$ cat src/rtl/rx_fifo.sv
// Receive FIFO for one UART channel: first-word fall-through character buffer with
// per-entry line status, sticky overrun, errored-entry tracking and level/timeout interrupts.
module rx_fifo #(
   parameter int DEPTH          = 16,
   parameter int ADDR_WIDTH     = $clog2(DEPTH),
   parameter int TIMEOUT_CYCLES = 640
) (
   input  logic                  clk,
   input  logic                  rst_n,
   input  logic                  uart_write,
   input  logic [7:0]            uart_data,
   input  logic                  uart_perr,
   input  logic                  uart_ferr,
   input  logic                  uart_brk,
   input  logic                  cpu_read,
   output logic [7:0]            cpu_data,
   output logic                  cpu_perr,
   output logic                  cpu_ferr,
   output logic                  cpu_brk,
   input  logic                  cpu_lsr_read,
   input  logic                  cpu_flush,
   input  logic [1:0]            rx_trig,
   output logic                  rx_full,
   output logic                  rx_empty,
   output logic [ADDR_WIDTH:0]   rx_count,
   output logic                  rx_overrun,
   output logic                  rx_err_any,
   output logic                  irq_data,
   output logic                  irq_timeout
);

   localparam int PTR_W = ADDR_WIDTH + 1;
   localparam int TMO_W = $clog2(TIMEOUT_CYCLES + 1);
   localparam logic [PTR_W-1:0] DEPTH_C  = PTR_W'(DEPTH);
   localparam logic [PTR_W-1:0] ZERO_P   = {PTR_W{1'b0}};
   localparam logic [PTR_W-1:0] ONE_P    = PTR_W'(1);
   localparam logic [TMO_W-1:0] TMO_MAX  = TMO_W'(TIMEOUT_CYCLES);
   localparam logic [TMO_W-1:0] ZERO_T   = {TMO_W{1'b0}};
   localparam logic [TMO_W-1:0] ONE_T    = TMO_W'(1);

   // An entry is {brk, ferr, perr, data}; any status bit marks it as errored.
   function automatic logic entry_err(input logic [10:0] entry);
      return |entry[10:8];
   endfunction

   logic [10:0]      mem_r [DEPTH];
   logic [PTR_W-1:0] wr_ptr_r;
   logic [PTR_W-1:0] rd_ptr_r;
   logic [PTR_W-1:0] err_cnt_r;
   logic [TMO_W-1:0] tmo_cnt_r;
   logic             overrun_r;

   logic [PTR_W-1:0] count_s;
   logic [PTR_W-1:0] level_s;
   logic [10:0]      head_s;
   logic [10:0]      wr_entry_s;
   logic             full_s;
   logic             empty_s;
   logic             push_s;
   logic             pop_s;
   logic             err_inc_s;
   logic             err_dec_s;

   // Occupancy, accepted push/pop qualification and trigger level decode.
   always_comb begin
      count_s    = wr_ptr_r - rd_ptr_r;
      full_s     = (count_s == DEPTH_C);
      empty_s    = (count_s == ZERO_P);
      push_s     = uart_write & ~full_s & ~cpu_flush;
      pop_s      = cpu_read & ~empty_s & ~cpu_flush;
      head_s     = mem_r[rd_ptr_r[ADDR_WIDTH-1:0]];
      wr_entry_s = {uart_brk, uart_ferr, uart_perr, uart_data};
      err_inc_s  = push_s & entry_err(wr_entry_s);
      err_dec_s  = pop_s & entry_err(head_s);
      case (rx_trig)
         2'd0:    level_s = ONE_P;
         2'd1:    level_s = PTR_W'(DEPTH / 4);
         2'd2:    level_s = PTR_W'(DEPTH / 2);
         default: level_s = PTR_W'(DEPTH - 2);
      endcase
   end

   // Pointers, error count, idle timer and sticky overrun.
   always_ff @(posedge clk) begin
      if (!rst_n) begin
         wr_ptr_r  <= ZERO_P;
         rd_ptr_r  <= ZERO_P;
         err_cnt_r <= ZERO_P;
         tmo_cnt_r <= ZERO_T;
         overrun_r <= 1'b0;
      end else begin
         // Full is judged before the edge, so a same-cycle pop does not rescue the push.
         if (uart_write && full_s) begin
            overrun_r <= 1'b1;
         end else if (cpu_lsr_read) begin
            overrun_r <= 1'b0;
         end

         if (cpu_flush) begin
            wr_ptr_r  <= ZERO_P;
            rd_ptr_r  <= ZERO_P;
            err_cnt_r <= ZERO_P;
            tmo_cnt_r <= ZERO_T;
         end else begin
            if (push_s) begin
               wr_ptr_r <= wr_ptr_r + ONE_P;
            end
            if (pop_s) begin
               rd_ptr_r <= rd_ptr_r + ONE_P;
            end
            case ({err_inc_s, err_dec_s})
               2'b10:   err_cnt_r <= err_cnt_r + ONE_P;
               2'b01:   err_cnt_r <= err_cnt_r - ONE_P;
               default: err_cnt_r <= err_cnt_r;
            endcase
            if (push_s || pop_s || empty_s) begin
               tmo_cnt_r <= ZERO_T;
            end else if (tmo_cnt_r != TMO_MAX) begin
               tmo_cnt_r <= tmo_cnt_r + ONE_T;
            end
         end
      end
   end

   // Character storage; contents are deliberately not reset.
   always_ff @(posedge clk) begin
      if (push_s) begin
         mem_r[wr_ptr_r[ADDR_WIDTH-1:0]] <= wr_entry_s;
      end
   end

   assign cpu_data    = empty_s ? 8'h00 : head_s[7:0];
   assign cpu_perr    = ~empty_s & head_s[8];
   assign cpu_ferr    = ~empty_s & head_s[9];
   assign cpu_brk     = ~empty_s & head_s[10];
   assign rx_full     = full_s;
   assign rx_empty    = empty_s;
   assign rx_count    = count_s;
   assign rx_overrun  = overrun_r;
   assign rx_err_any  = (err_cnt_r != ZERO_P);
   assign irq_data    = (count_s >= level_s);
   assign irq_timeout = (tmo_cnt_r == TMO_MAX) & ~empty_s;

endmodule
$ cat config.mk
export PLATFORM = sky130hd
export DESIGN_NAME = rx_fifo
export DESIGN_NICKNAME = d
export VERILOG_FILES = /design/src/rtl/rx_fifo.sv
export SDC_FILE = /design/constraint.sdc
export NUM_CORES = 1
export LEC_CHECK = 0
export CAP_MARGIN = 20
export CORE_ASPECT_RATIO = 1.4
export CORE_MARGIN = 2
export CORE_UTILIZATION = 50
export DETAILED_ROUTE_END_ITERATION = 10
export PLACE_DENSITY_LB_ADDON = 0.12
export REMOVE_ABC_BUFFERS = 1
export SLEW_MARGIN = 20
export SYNTH_ARGS = -nofsm -noshare
export SYNTH_HDL_FRONTEND = slang
export SYNTH_SLANG_ARGS = --single-unit
$ cat constraint.sdc
create_clock -name clk -period 4.9 [get_ports clk]
set_clock_uncertainty 0.1 [all_clocks]
set_input_delay 1.225 -clock clk [delete_from_list [all_inputs] [get_ports clk]]
set_output_delay 1.225 -clock clk [all_outputs]
set_load 0.005 [all_outputs]
==> impl_metrics.toml <==
[worst_setup_path]
worstPathArrival_ps = 3460
slowest_stage = "fa_1"
crit_fanout = 6
cp_slowest_stage_delay_ps = 550
endpoint_kind = "primary output"
cp_cell_sequence = "inv_1, fa_1, inv_1, or3_1, or4_4, a22oi_4, clkbuf_16, nor2b_1, clkdlybuf4s50_1"
path_delay_family = "simple AND/OR/NAND/NOR gates"
cpMostUsedCell = "inv_1"
critPathRequiredTime_ps = 3580
crit_type = "reg2out"
path_buf_inv = 4
critPathLaunchType = "flip-flop"

[sta]
hold_viol_final = 0
rsz0062_at_grt = "false"
setup_viol = 0
tightest_slew_ps = 906
tns_ps = 0
slew_headroom_pct = 39.6
fmax_mhz = 209
slew_violations = 0
min_period_ps = 4790
period_share_pct = 97.7

[detailed_routing]
drtIter0Drc = 328
postRouteWirelength_microns = 17600
drc = 0
viasPerCell = 5.82
dr.pass1.iters = 4
wl_per_cell_microns = 22.8
postRouteAntennaNets = 0
vias = 4495

[synth]
netlist_area_sq_mm = 0.00859
ys_seq_area_share_pct = 68.5
synthesis.instances = 500
synth_cell_types = 40
ys_seq_elements = 206
synth_area_per_cell_sq_um = 17.2
ys_warn_count = 0

[pwr]
p_comb_share_pct = 6.9
p_int_mw = 3.01
switching_share_pct = 19.6
p_leak_nw = 3.25
vdd_ir_drop_max_uv = 188
p_clk_share_pct = 41.9
p_sw_mw = 0.732
p_seq_share_pct = 51.2
power_mw = 3.74
p_per_area_mw_per_mm2 = 374

[floorplan]
coreArea_sq_mm = 0.0168
die-area_sq_mm = 0.0183
io_pins = 41
start_util_pct = 51.1
rows = 56
die_y_microns = 159
die_w_microns = 115

[global_route]
gr-total-overflow = 0
antenna_found_initial = 0
grt_pass1_vias = 4670
grt_pass1_wl_microns = 26700
grt_max_degree = 40
grt_use_total_pct = 19.6

[finish]
nets = 596
syn_to_final_growth_pct = 16.3
num-fill-cells = 1252
fin_area_sq_mm = 0.00999
antenna_cells = 0
drive_gt1_share_pct = 17.9

[placed_design]
place_area_sq_mm = 0.00925
gp_congestion = 0.749
io_buffer_count = 40
hpwl_microns = 10600

[clocking]
cts_tree = "done"
cts_sinks = 206
holdBufCountCts = 0
clockRootBuffer = "clkbuf_16"
numCtsBuffers = 20
cts.clk_slew.worst_paths_ps = 60
cts_buffer_depth = 3
htreeDepth = 1
clkLatencyLatePin_ps = 480

[min_path]
holdCritPathClass = "reg2reg"

[status]
outcome = "complete, no violations"

[run]
cap_violations = 0
-- layout by cell type (no fill, tap or decap), types with 2 or more instances in the layout --
cell type	Yosys	routed
bufinv_16	0	3
a22oi_1	2	2
a21oi_1	19	19
o211ai_1	3	3
xor2_1	9	9
or4_1	2	2
or3_1	8	8
buf_12	0	2
and3_1	17	17
edfxtp_1	176	176
nand2b_1	3	3
nand2_1	9	9
inv_2	1	2
o21ai_0	8	8
nor3_1	7	7
inv_1	16	15
clkbuf_16	0	22
o21a_1	3	3
nor2_1	28	28
nor2b_1	24	24
ha_1	19	18
mux4_2	53	53
clkbuf_1	9	10
fa_1	2	2
nand4_1	4	4
dfxtp_1	30	28
nor4_1	3	2
o21ai_1	5	5
xnor2_1	6	5
nand3_1	14	14
buf_4	2	11
clkdlybuf4s50_1	0	39
-- per-stage QoR --
step	cells	util (%)	setup slack (ps)	hold slack (ps)
6_report	773	59.4	114	397
5_1_grt	773	59.4	20.7	447
4_1_cts	771	59.1	44.3	402
3_5_place_dp	734	55.0	360	390
3_3_place_gp	734	55.0	430	376
2_1_floorplan	480	-	-7.00	359
-- final cells by class --
| type | instances | area, sq um | share of cell area [%] |
|---|---|---|---|
| clock buffer | 32 | 577 | 5.77 |
| sequential | 206 | 5890 | 59.0 |
| timing repair buffer | 54 | 551 | 5.51 |
| clock inverter | 4 | 93.8 | 0.939 |
| inverter | 17 | 63.8 | 0.639 |
| multi-input combinational | 257 | 2560 | 25.6 |
| tap | 203 | 254 | 2.54 |
-- cell usage after synthesis, drive strengths merged --
library cell	instances	share of area [%]
edfxtp	176	62
mux4	53	14
dfxtp	30	7.0
nor2	28	1.2
nor2b	24	1.7
a21oi	19	1.1
ha	19	2.8
and3	17	1.2
inv	17	0.74
nand3	14	0.82
o21ai	13	0.76
buf	11	0.76
clkbuf	9	0.39
nand2	9	0.39
xor2	9	0.92
or3	8	0.58
nor3	7	0.41
xnor2	6	0.61
nand4	4	0.29
a22oi	3	0.42
nand2b	3	0.22
nor4	3	0.22
o211ai	3	0.26
o21a	3	0.26
or4	3	0.31
fa	2	0.47
a21o	1	0.087
and2	1	0.073
mux2	1	0.13
nand3b	1	0.087
nor4b	1	0.10
o211a	1	0.12
o31ai	1	0.087
-- logic make-up after synthesis --
kind of cell,count (synthesis),synth area share (%)
DFF,206,68.5
xor gates and xnor gates,15,1.53
AOI/OAI and AO/OA,44,3.10
and+or+nand+nor,123,7.70
adders and majority gates,21,3.23
buffers and inverters,37,1.89
muxes,54,14.0
-- power groups by stage --
stage / clock, mW / sequential (mW) / combinational (mW)
floorplan: 0 / 1.96 / 0.104
global placement: 0 / 1.95 / 0.225
detailed placement: 0 / 1.95 / 0.231
CTS: 1.59 / 1.92 / 0.242
global route: 1.66 / 1.91 / 0.280
finish: 1.57 / 1.91 / 0.257
-- metal layers --
layer	up-vias	share of wire, %	track usage [%]
li1	2082	-	-
met1	2271	40	25.8
met2	114	53	34.3
met3	28	4.9	2.55
met4	0	1.8	5.48
met5	-	0	0
-- flip-flops by register name, summed over array words and instances, names as in the netlist, named ones only --
signal,count
rx_overrun,1
err_cnt_r,5
rd_ptr_r,5
mem_r,176
tmo_cnt_r,10
wr_ptr_r,5
-- worst paths after layout --
| path | start | end | slack (ps) | depth (start not counted) |
|---|---|---|---|---|
| worst min register to register | err_cnt_r[4] | err_cnt_r[4] | 400 | 2 |
| worst max-delay path | wr_ptr_r[1] | cpu_data[5] | 110 | 9 |
| worst min-delay path | err_cnt_r[4] | err_cnt_r[4] | 400 | 2 |
| worst max register to register | wr_ptr_r[1] | err_cnt_r[4] | 380 | 18 |
-- tightest hold or removal path: stages (launching register included) --
cell and delay, ps:
dfxtp_1 320, o21ai_0 70, a21oi_1 60
-- repair_timing --
| action | CTS | global route |
|---|---|---|
| pin swaps | 0 | 1 |
| cloned | 0 | 1 |
| setup buffers | 1 | 1 |
| endpoints found under the setup margin | 13 | 14 |
| resized for setup | 4 | 5 |
Note: power is estimated with default switching activity, not from simulation.
